[src/rtl/fifo_tx_pkg.sv]
// Shared types and line levels for the FIFO drain-side serial transmitter.
// Constants only; no timing or flow-control behaviour of its own.
package fifo_tx_pkg;

    typedef enum logic [2:0] {
        ST_IDLE,
        ST_POP,
        ST_LOAD,
        ST_START,
        ST_DATA,
        ST_PARITY,
        ST_STOP
    } tx_state_t;

    localparam logic TX_IDLE_LVL  = 1'b1;
    localparam logic TX_START_LVL = 1'b0;
    localparam logic TX_STOP_LVL  = 1'b1;
    localparam int   DATA_BITS    = 4;

endpackage

[src/rtl/fifo_tx_baud.sv]
// Bit-period counter: tick on the last cycle of each period, pre_tick one cycle earlier.
// Free-running from 0 after clear, wraps at CLKS_PER_BIT-1; no backpressure.
module fifo_tx_baud #(
    parameter int unsigned CLKS_PER_BIT = 16
) (
    input  logic clk,
    input  logic rst,
    input  logic clear,
    output logic tick,
    output logic pre_tick
);

    localparam int unsigned   CW   = $clog2(CLKS_PER_BIT);
    localparam logic [CW-1:0] TERM = CW'(CLKS_PER_BIT - 1);
    localparam logic [CW-1:0] PRE  = CW'(CLKS_PER_BIT - 2);

    logic [CW-1:0] cnt;

    always_ff @(posedge clk or negedge rst) begin
        if (!rst) begin
            cnt <= '0;
        end else if (clear || cnt == TERM) begin
            cnt <= '0;
        end else begin
            cnt <= cnt + CW'(1);
        end
    end

    assign tick     = (cnt == TERM);
    assign pre_tick = (cnt == PRE);

endmodule

[src/rtl/fifo_tx_serializer.sv]
// Pops 4-bit FIFO words and sends each as start / 4 data LSB-first / optional even parity / stop.
// First start bit 3 cycles after non-empty seen in IDLE; one pop per frame, frames always finish.
module fifo_tx_serializer
    import fifo_tx_pkg::*;
#(
    parameter int unsigned CLKS_PER_BIT = 16,
    parameter bit          PARITY_EN    = 1'b0
) (
    input  logic                 clk,
    input  logic                 rst,
    input  logic                 en,
    input  logic                 fifo_empty,
    input  logic [DATA_BITS-1:0] fifo_data,
    output logic                 fifo_re,
    output logic                 tx,
    output logic                 busy,
    output logic                 frame_done
);

    localparam int unsigned   IW       = $clog2(DATA_BITS);
    localparam logic [IW-1:0] LAST_IDX = IW'(DATA_BITS - 1);

    tx_state_t            state, next_state;
    logic [DATA_BITS-1:0] shift_q, shift_d;
    logic [IW-1:0]        idx_q, idx_d;
    logic                 par_q, par_d;
    logic                 tick, pre_tick, clear;
    logic                 tx_d, re_d, busy_d, done_d;

    // Restarting the bit period on every state change keeps each bit exactly CLKS_PER_BIT long.
    assign clear = (next_state != state);

    fifo_tx_baud #(
        .CLKS_PER_BIT(CLKS_PER_BIT)
    ) u_baud (
        .clk     (clk),
        .rst     (rst),
        .clear   (clear),
        .tick    (tick),
        .pre_tick(pre_tick)
    );

    always_ff @(posedge clk or negedge rst) begin
        if (!rst) begin
            state <= ST_IDLE;
        end else begin
            state <= next_state;
        end
    end

    always_comb begin
        next_state = state;
        case (state)
            ST_IDLE:   if (en && !fifo_empty) next_state = ST_POP;
            ST_POP:    next_state = ST_LOAD;
            ST_LOAD:   next_state = ST_START;
            ST_START:  if (tick) next_state = ST_DATA;
            ST_DATA:   if (tick && idx_q == LAST_IDX) next_state = PARITY_EN ? ST_PARITY : ST_STOP;
            ST_PARITY: if (tick) next_state = ST_STOP;
            ST_STOP:   if (tick) next_state = (en && !fifo_empty) ? ST_POP : ST_IDLE;
            default:   next_state = ST_IDLE;
        endcase
    end

    always_comb begin
        shift_d = shift_q;
        idx_d   = idx_q;
        par_d   = par_q;
        if (state == ST_LOAD) begin
            shift_d = fifo_data;
            par_d   = ^fifo_data;
        end
        if (state != ST_DATA) begin
            idx_d = '0;
        end else if (tick) begin
            shift_d = shift_q >> 1;
            idx_d   = idx_q + IW'(1);
        end
    end

    // Outputs are decoded from the upcoming state so the registered copies line up with it.
    always_comb begin
        tx_d   = TX_IDLE_LVL;
        re_d   = 1'b0;
        busy_d = (next_state != ST_IDLE);
        done_d = (state == ST_STOP) && pre_tick;
        case (next_state)
            ST_POP:    re_d = 1'b1;
            ST_START:  tx_d = TX_START_LVL;
            ST_DATA:   tx_d = shift_d[0];
            ST_PARITY: tx_d = par_q;
            ST_STOP:   tx_d = TX_STOP_LVL;
            default:   tx_d = TX_IDLE_LVL;
        endcase
    end

    always_ff @(posedge clk or negedge rst) begin
        if (!rst) begin
            shift_q    <= '0;
            idx_q      <= '0;
            par_q      <= 1'b0;
            fifo_re    <= 1'b0;
            tx         <= TX_IDLE_LVL;
            busy       <= 1'b0;
            frame_done <= 1'b0;
        end else begin
            shift_q    <= shift_d;
            idx_q      <= idx_d;
            par_q      <= par_d;
            fifo_re    <= re_d;
            tx         <= tx_d;
            busy       <= busy_d;
            frame_done <= done_d;
        end
    end

endmodule

[config.mk]
export PLATFORM = sky130hd
export DESIGN_NAME = fifo_tx_serializer
export DESIGN_NICKNAME = d
export VERILOG_FILES = /design/src/rtl/fifo_tx_pkg.sv /design/src/rtl/fifo_tx_baud.sv /design/src/rtl/fifo_tx_serializer.sv
export SDC_FILE = /design/constraint.sdc
export NUM_CORES = 1
export LEC_CHECK = 0
export CAP_MARGIN = 40
export CORE_MARGIN = 2
export CORE_UTILIZATION = 30
export DETAILED_ROUTE_END_ITERATION = 10
export PLACE_DENSITY = 0.53
export SLEW_MARGIN = 10
export SYNTH_ARGS = -nofsm -noshare
export SYNTH_HDL_FRONTEND = slang
export SYNTH_SLANG_ARGS = --single-unit
[constraint.sdc]
create_clock -name clk -period 1.8 [get_ports clk]
set_clock_uncertainty 0.1 [all_clocks]
set_input_delay 0.18 -clock clk [delete_from_list [all_inputs] [get_ports clk]]
set_output_delay 0.18 -clock clk [all_outputs]
set_load 0.01 [all_outputs]
## Word level (Yosys, flattened, before mapping)

Cells that the tools add are included.

| cells by class | value |
|---|---|
| $add $sub $neg | 2 |
| equality and inequality tests | 15 |
| multiplexer cells | 15 |
| reductions and logical operators | 9 |

Operators by type and width:

| operator | number |
|---|---|
| case mux 3 bit (7 select lines) | 1 |
| 2-to-1 mux 4 bit | 4 |
| == test 3 bit, second input constant | 5 |
| 2-to-1 mux 3 bit | 5 |
| == test 3 x 2 -> 1 bit, second input constant | 3 |
| == test 4 bit, second input constant | 2 |
| == test 3 x 1 -> 1 bit, second input constant | 2 |
| adder 4 x 1 -> 4 bit, second input constant | 1 |
| 2-to-1 mux 2 bit | 2 |
| parity 4 bit | 1 |
| logical AND 1 bit | 3 |
| zero test 3 bit | 1 |
| != test 3 bit | 1 |
| != test 3 bit, second input constant | 1 |
| case mux 1 bit (3 select lines) | 1 |
| nonzero test 3 bit | 1 |
| adder 2 x 1 -> 2 bit, second input constant | 1 |
| == test 2 bit, second input constant | 1 |
| 2-to-1 mux 1 bit | 2 |
| nonzero test 2 bit | 1 |
| zero test 1 bit | 1 |
| logical OR 1 bit | 1 |

| word-level totals | value |
|---|---|
| register bits after elaboration | 18 |
| input port bits | 8 |
| logic and storage cells | 50 |

## Logic depth before layout (Yosys ltp)

Gate-level depths: netlist of run 1.

| logic depth | value |
|---|---|
| depth after elaboration | 8 |
| gate-level depth with buffers | 7 |
| gate-level depth less buffers | 6 |

## Cells and area by module

From an unflattened synthesis of run 1, not the netlist that was laid out.

| unflattened totals | value |
|---|---|
| cell total of the unflattened synthesis | 97 |
| area total of the unflattened synthesis | 987.2 um^2 |

By module, submodules not included:

| module | times used | cells an instance | area each (um^2) |
|---|---|---|---|
| fifo_tx_serializer | 1 | 78 | 787.0 |
| fifo_tx_baud | 1 | 19 | 200.2 |

## Worst setup path after synthesis of run 1

OpenSTA, ideal clock, no wires.

| timing | value |
|---|---|
| path type | reg-to-reg |
| start | reg state[0] |
| end | reg tx |
| setup time | 0.090 ns |
| arrival time | 1.667 ns |
| required time | 1.610 ns |
| slack | -0.056 ns |
| cell stages (with the launch flop) | 7 |
| period minus slack after synthesis | 1.856 ns |
| cell sequence | dfrtp_1 > buf_2 > nor3b_4 > mux2_1 > mux2_2 > nor3b_2 > mux2i_1 |

| on the way | value |
|---|---|
| cells in the longest elaborated chain, start to end | 5 |
| elaborated cells between the ends (all ways) | 21 |

Ends and longest elaborated chain:

| item | RTL line | text |
|---|---|---|
| from (decl) | fifo_tx_serializer.sv:23 | `tx_state_t state, next_state;` |
| from (signal assigned) | fifo_tx_serializer.sv:47 | `state <= next_state;` |
| == test 3 x 2 -> 1 bit | fifo_tx_serializer.sv:69 | `if (state == ST_LOAD) begin` |
| 2-to-1 mux 4 bit | fifo_tx_serializer.sv:69 |  |
| 2-to-1 mux 4 bit | fifo_tx_serializer.sv:75 | `end else if (tick) begin` |
| 2-to-1 mux 4 bit * | fifo_tx_serializer.sv:73 | `if (state != ST_DATA) begin` |
| named net shift_d[0] | fifo_tx_serializer.sv:24 | `logic [DATA_BITS-1:0] shift_q, shift_d;` |
| case mux 1 bit (3 select lines) * | fifo_tx_serializer.sv:87 | `case (next_state)` |
| named net tx_d | fifo_tx_serializer.sv:28 | `logic tx_d, re_d, busy_d, done_d;` |
| to (signal assigned) | fifo_tx_serializer.sv:111 | `tx <= tx_d;` |
| to (decl) | fifo_tx_serializer.sv:15 | `output logic tx,` |

The timed path passes the listed nets; every way through them passes the cells marked *.
A chain may end at the register's enable or synchronous reset.

## Worst setup path in the final report of run 1

| timing | value |
|---|---|
| start | reg state[1] |
| end | reg busy |

| on the way | value |
|---|---|
| cells in the longest elaborated chain, start to end | 3 |
| elaborated cells between the ends (all ways) | 14 |

Ends and longest elaborated chain:

| item | RTL line | text |
|---|---|---|
| == test 3 bit, or another cell as far along | fifo_tx_serializer.sv:53 | `case (state)` |
| case mux 3 bit (7 select lines) * | fifo_tx_serializer.sv:53 |  |
| nonzero test 3 bit * | fifo_tx_serializer.sv:85 | `busy_d = (next_state != ST_IDLE);` |
| named net busy_d | fifo_tx_serializer.sv:28 |  |
| to (signal assigned) | fifo_tx_serializer.sv:112 | `busy <= busy_d;` |
| to (decl) | fifo_tx_serializer.sv:16 | `output logic busy,` |

Marked as above.

==> results of run 1 <==
## flip-flops by register name, summed over array words and instances, names as in the netlist
register	count
par_q	1
frame_done	1
state	3
busy	1
idx_q	2
fifo_re	1
u_baud.cnt	4
shift_q	4
tx	1
## through the flow
stage	setup slack (ps)	cells	power, uW
finish	98.4	156	1380
global route	-11.6	156	1490
CTS	31.9	155	1390
detailed placement	-37.9	151	1170
global placement	-6.29	151	1150
floorplan	3.20	87	942
## worst max-delay path, delay by kind of cell (launching register included)
| kind | cells | cell delay (ps) |
|---|---|---|
| DFF | 1 | 440 |
| AOI/OAI and AO/OA | 2 | 410 |
| buffers and inverters | 2 | 350 |
| and+or+nand+nor | 2 | 290 |
## timing repair
item / 4_1_cts / 5_1_grt
buffers inserted: 0 / 1
resized for setup: 2 / 3
endpoints found under the setup margin: 3 / 2
pin swaps: 1 / 0
## worst max-delay path by stage
| stage | start | end | slack [ps] | depth (start not counted) |
|---|---|---|---|---|
| floorplan | state[2] | tx | 3 | 6 |
| detailed placement | u_baud.cnt[1] | tx | -40 | 6 |
| global placement | u_baud.cnt[0] | tx | -6 | 6 |
| CTS | u_baud.cnt[0] | tx | 30 | 7 |
| global route | state[1] | busy | -10 | 6 |
| finish | state[1] | busy | 100 | 6 |
## power by group
| group | switching (uW) | internal (uW) | leakage, uW |
|---|---|---|---|
| clock | 131 | 86.3 | 0.0000150 |
| combinational | 250 | 313 | 0.000309 |
| sequential | 66.8 | 531 | 0.000215 |
## layer usage
metal,part of all wire,global-route usage,vias to the layer above
li1,-,-,346
met1,0.47,0.150,327
met2,0.46,0.171,19
met3,0.049,0.0281,5
met4,0.020,0.0603,0
met5,0,0,-
## area by class of cell
cell class	count	area [sq um]	share of cell area
multi-input cells	62	472	0.383
repair buffers	25	215	0.175
flip-flops and latches	18	452	0.367
well taps	44	55.1	0.0447
inverters	3	11.3	0.00915
clock buffers	4	26.3	0.0213
## logic make-up (layout without fill, tap and decap cells)
kind of cell	after synthesis	count (layout)
adders and majority gates	3	3
AOI/OAI and AO/OA	12	12
xor gates and xnor gates	6	6
and+or+nand+nor	31	31
DFF	18	18
buffers and inverters	7	32
muxes	10	10
## synth_stat cells
master | instances | area share
buf_2 | 1 | 0.0053
nand4_1 | 1 | 0.0066
nor3b_2 | 1 | 0.013
a211o_1 | 1 | 0.0092
mux2i_1 | 8 | 0.085
a31oi_1 | 1 | 0.0066
mux2_2 | 1 | 0.012
buf_6 | 2 | 0.024
nor3_1 | 3 | 0.016
dfstp_2 | 1 | 0.028
mux2_1 | 1 | 0.012
a21oi_1 | 6 | 0.032
dfrtp_1 | 17 | 0.45
nor2_1 | 9 | 0.036
nand3_2 | 1 | 0.011
inv_1 | 3 | 0.012
xor2_1 | 1 | 0.0092
a31o_2 | 1 | 0.0092
nand3_1 | 3 | 0.016
nor2b_1 | 2 | 0.013
buf_4 | 1 | 0.0079
o21ai_0 | 1 | 0.0053
nand2_1 | 2 | 0.0079
and3_1 | 2 | 0.013
o21bai_1 | 2 | 0.016
ha_1 | 3 | 0.040
nand3b_1 | 1 | 0.0079
nand2b_1 | 5 | 0.033
nor3b_4 | 1 | 0.020
xnor2_1 | 5 | 0.046
## layout by cell type (no fill, tap or decap), types with 2 or more instances in the layout
| cell | count |
|---|---|
| a21oi_1 | 6 |
| buf_4 | 14 |
| clkbuf_4 | 3 |
| clkdlybuf4s50_1 | 11 |
| dfrtp_1 | 17 |
| ha_1 | 2 |
| inv_1 | 3 |
| mux2_4 | 2 |
| mux2i_1 | 8 |
| nand2_1 | 2 |
| nand2b_1 | 4 |
| nand3_1 | 3 |
| nor2_1 | 9 |
| nor2b_1 | 2 |
| nor3_1 | 3 |
| o21bai_1 | 2 |
| xnor2_1 | 5 |
==> results.yml, run 1 <==
outcome:
  status: "finished clean"
global_routing:
  gr-usage-all-layers: 0.114
  grt_antenna_before_repair: 0
  overflow: 0
  grt_max_degree: 19
  first_global_vias: 697
  grt_first_pass_wirelength_um: 3000
clocking:
  cts.sinks: 18
  postCtsHoldBufs: 0
  cts-buffers-inserted: 3
  clk_pin_slew_worst_paths_ps: 110
  clock_latency_ps: 300
  cts.path.max_buffers: 2
  root_buffer: "clkbuf_4"
  cts_tree: "yes"
  htreeDepth: 1
placed_design:
  placed_area_sq_um: 1180
  place_congestion: 0.785
  dpl.hpwl_um: 1340
  port_buffers: 11
pwr:
  p_per_area_nw_per_um2: 1120
  p_leak_uw: 0.000540
  vdd_drop_max_mv: 0.390
sta:
  setup_viol: 0
  fin_hold_ws_ps: 87.2
  hold_violations: 0
  fmax_mhz: 588
  finalCritPeriodShare: 0.945
  slew_headroom: 0.789
  tightest_slew_ps: 317
  finalCriticalPeriod_ps: 1700
  fin_setup_tns_ps: 0
  slew_violations: 0
critical_path:
  cp_cell_sequence: "buf_4 -> nand2b_1 -> o21ai_0 -> a21oi_1 -> buf_4 -> nand2_1"
  worstSetupPathType: "reg2reg"
  critPathSlowestCell: "dfrtp_1"
  cp-end-kind: "flip-flop"
  worstPathRequired_ps: 1890
  crit_path_max_incr_delay_ps: 440
  crit_fanout: 6
  worst_ep_arrival_time_ps: 1790
  r2r_start: "state[1]"
  reg2reg_depth: 6
  r2r_setup_slack_ps: 100
  r2r-end: "busy"
  start_kind: "flip-flop"
  cp_common_cell: "buf_4"
yosys:
  synth_nets: 98
  syn_avg_cell_area_sq_um: 10.9
  synth_xor_xnor_area_share: 0.0555
  yosys.area_share.simple: 0.193
  synthMuxAreaShare: 0.108
  synth-seq-cells: 18
  synth_area_sq_um: 947
  synthAdderAreaFrac: 0.0396
  ys_warn_count: 0
  synth_compound_area_frac: 0.0779
  ys_types: 30
  syn_inst: 87
  synth_top_family_by_area: "simple AND/OR/NAND/NOR gates"
  ys_seq_area_frac: 0.477
finish:
  areaGrowthSynthToFinish_pct: 30.0
  final_area_sq_um: 1230
  layout.nets: 124
  antenna_cells: 0
  drive_gt1_frac: 0.241
  finish.utilization: 0.407
  n_fill_cell: 309
floorplanning:
  die_y_um: 60.2
  die_area_sq_um: 3620
  num_io_pins: 12
  initial_core_util: 0.313
  core_area_sq_um: 3030
  die_w_um: 60.2
  std_cell_rows: 20
routing:
  antenna_left: 0
  routed_via_density: 4.47
  vias: 697
  drcViolationCount: 0
  routedWlPerCell_um: 11.4
  drt_first_pass_iters: 4
  drt_wl_total_um: 1780
  drtIter0Drc: 28
worst_hold_path:
  holdCritPathClass: "in2async"
flow_run:
  maxCapViolCount: 0
(Power assumes the default switching activity.)
==> run 2, diff against run 1 <==
Settings changed: CTS_BUF_LIST from default to sky130_fd_sc_hd__clkbuf_8, CTS_CLUSTER_SIZE from default to 20.
==> results.yml, run 2 (synthesis results as in run 1) <==
outcome:
  status: "finished clean"
routing:
  routed_via_density: 4.43
  antenna_left: 0
  drt_wl_total_um: 1790
  vias: 691
  routedWlPerCell_um: 11.4
  drtIter0Drc: 22
  drcViolationCount: 0
  drt_first_pass_iters: 4
clocking:
  root_buffer: "clkbuf_8"
  cts_tree: "yes"
  cts.sinks: 18
  clock_latency_ps: 250
  clk_pin_slew_worst_paths_ps: 70
  cts-buffers-inserted: 3
  htreeDepth: 1
  cts.path.max_buffers: 2
placed_design:
  dpl.hpwl_um: 1340
  port_buffers: 11
  place_congestion: 0.785
  place_ws_ps: -37.9
critical_path:
  crit_path_max_incr_delay_ps: 380
  cp_cell_sequence: "ha_2 -> and3_4 -> mux2i_1 -> a211o_4 -> nor3b_4 -> mux2i_1"
  critPathSlowestCell: "dfrtp_1"
  worstPathRequired_ps: 1870
  cp-end-kind: "flip-flop"
  crit_fanout: 7
  cp_common_cell: "mux2i_1"
  worstSetupPathType: "reg2reg"
  worst_ep_arrival_time_ps: 1810
  start_kind: "flip-flop"
pwr:
  p_per_area_nw_per_um2: 1160
  vdd_drop_max_mv: 0.380
  p_leak_uw: 0.000561
finish:
  areaGrowthSynthToFinish_pct: 33.6
  final_common_cell: "dfrtp_1"
  reg_top3: "shift_q: 4 flops, u_baud.cnt: 4 flops, state: 3 flops"
  antenna_cells: 0
  layout_common_cells: "17 x dfrtp_1, 14 x buf_4, 11 x clkdlybuf4s50_1"
  n_fill_cell: 296
  drive_gt1_frac: 0.250
  layout.nets: 124
sta:
  finalCritPeriodShare: 0.966
  fin_setup_tns_ps: 0
  hold_violations: 0
  rsz0062_at_grt: "yes"
  finalCriticalPeriod_ps: 1740
  slew_violations: 0
  tightest_slew_ps: 317
  fmax_mhz: 575
  slew_headroom: 0.789
  setup_ws_ps: 61.5
  setup_viol: 0
floorplanning:
  die_w_um: 60.2
  initial_core_util: 0.313
  std_cell_rows: 20
  die_area_sq_um: 3620
  die_y_um: 60.2
  core_area_sq_um: 3030
  num_io_pins: 12
global_routing:
  grt_antenna_before_repair: 0
  grt_first_pass_wirelength_um: 3100
  first_global_vias: 705
  overflow: 0
  gr-usage-all-layers: 0.118
  grt_max_degree: 19
worst_hold_path:
  holdCritPathClass: "in2async"
flow_run:
  maxCapViolCount: 0
-- run 2: path summary, 6_finish.rpt --
path	startpoint	end	slack, ps	cells past startpoint
worst max register to register	u_baud.cnt[0]	tx	60	6
worst min-delay path	rst	frame_done	150	2
worst max-delay path	u_baud.cnt[0]	tx	60	6
min in group clk	shift_q[2]	shift_q[1]	440	2
max in group asynchronous	rst	tx	1180	2
worst min register to register	shift_q[2]	shift_q[1]	440	2
-- run 2: power by group --
group          internal [uW]  switching, uW  total [uW]
Clock                    152            135         286
Combinational            321            260         581
Sequential               532           65.5         598
Total                   1000            460        1470
-- run 2: area by class of cell --
class                           instances  area, sq um  area share
Tap cell                               44         55.1      0.0435
Sequential cell                        18          452       0.357
Clock inverter                          1         3.75     0.00297
Multi-Input combinational cell         62          487       0.385
Inverter                                3         11.3     0.00890
Timing Repair Buffer                   25          215       0.170
Clock buffer                            3         41.3      0.0326
-- run 2: layer usage --
metal	vias to the layer above	part of all wire	GRT usage
met3	3	0.037	0.0303
met4	0	0.015	0.0540
li1	348	-	-
met2	11	0.47	0.177
met5	-	0	0
met1	329	0.48	0.160
-- run 2: repair_timing --
| item | in CTS | in global routing |
|---|---|---|
| hold buffers | 0 | 0 |
| pin swaps | 1 | 1 |
| setup endpoints to repair | 1 | 1 |
| resized for setup | 2 | 5 |
| setup buffers | 0 | 1 |
-- run 2: worst max-delay path, delay by kind of cell (launching register included) --
| family | cells | cell delay [ps] |
|---|---|---|
| adder cells (fa/ha/maj) | 1 | 190 |
| AND/OR/NAND/NOR | 2 | 370 |
| flip-flops | 1 | 380 |
| AO/OA/AOI/OAI | 1 | 380 |
| multiplexers | 2 | 220 |
-- run 2: stage by stage --
step	area [sq um]	std cells	power (uW)	util	hold WS, ps
floorplan	961	87	942	-	-216
global route	1260	156	1580	0.418	171
global placement	1180	151	1150	0.390	419
CTS	1230	155	1460	0.407	163
detailed placement	1180	151	1170	0.390	422
finish	1260	156	1470	0.418	150
==> run 3, diff against run 2 <==
Settings changed: CTS_BUF_LIST sky130_fd_sc_hd__clkbuf_8 to default, SKIP_LAST_GASP from default to 1.
==> results of run 3 <==
No change in the layout: final DEF, timing and power equal those of run 1.
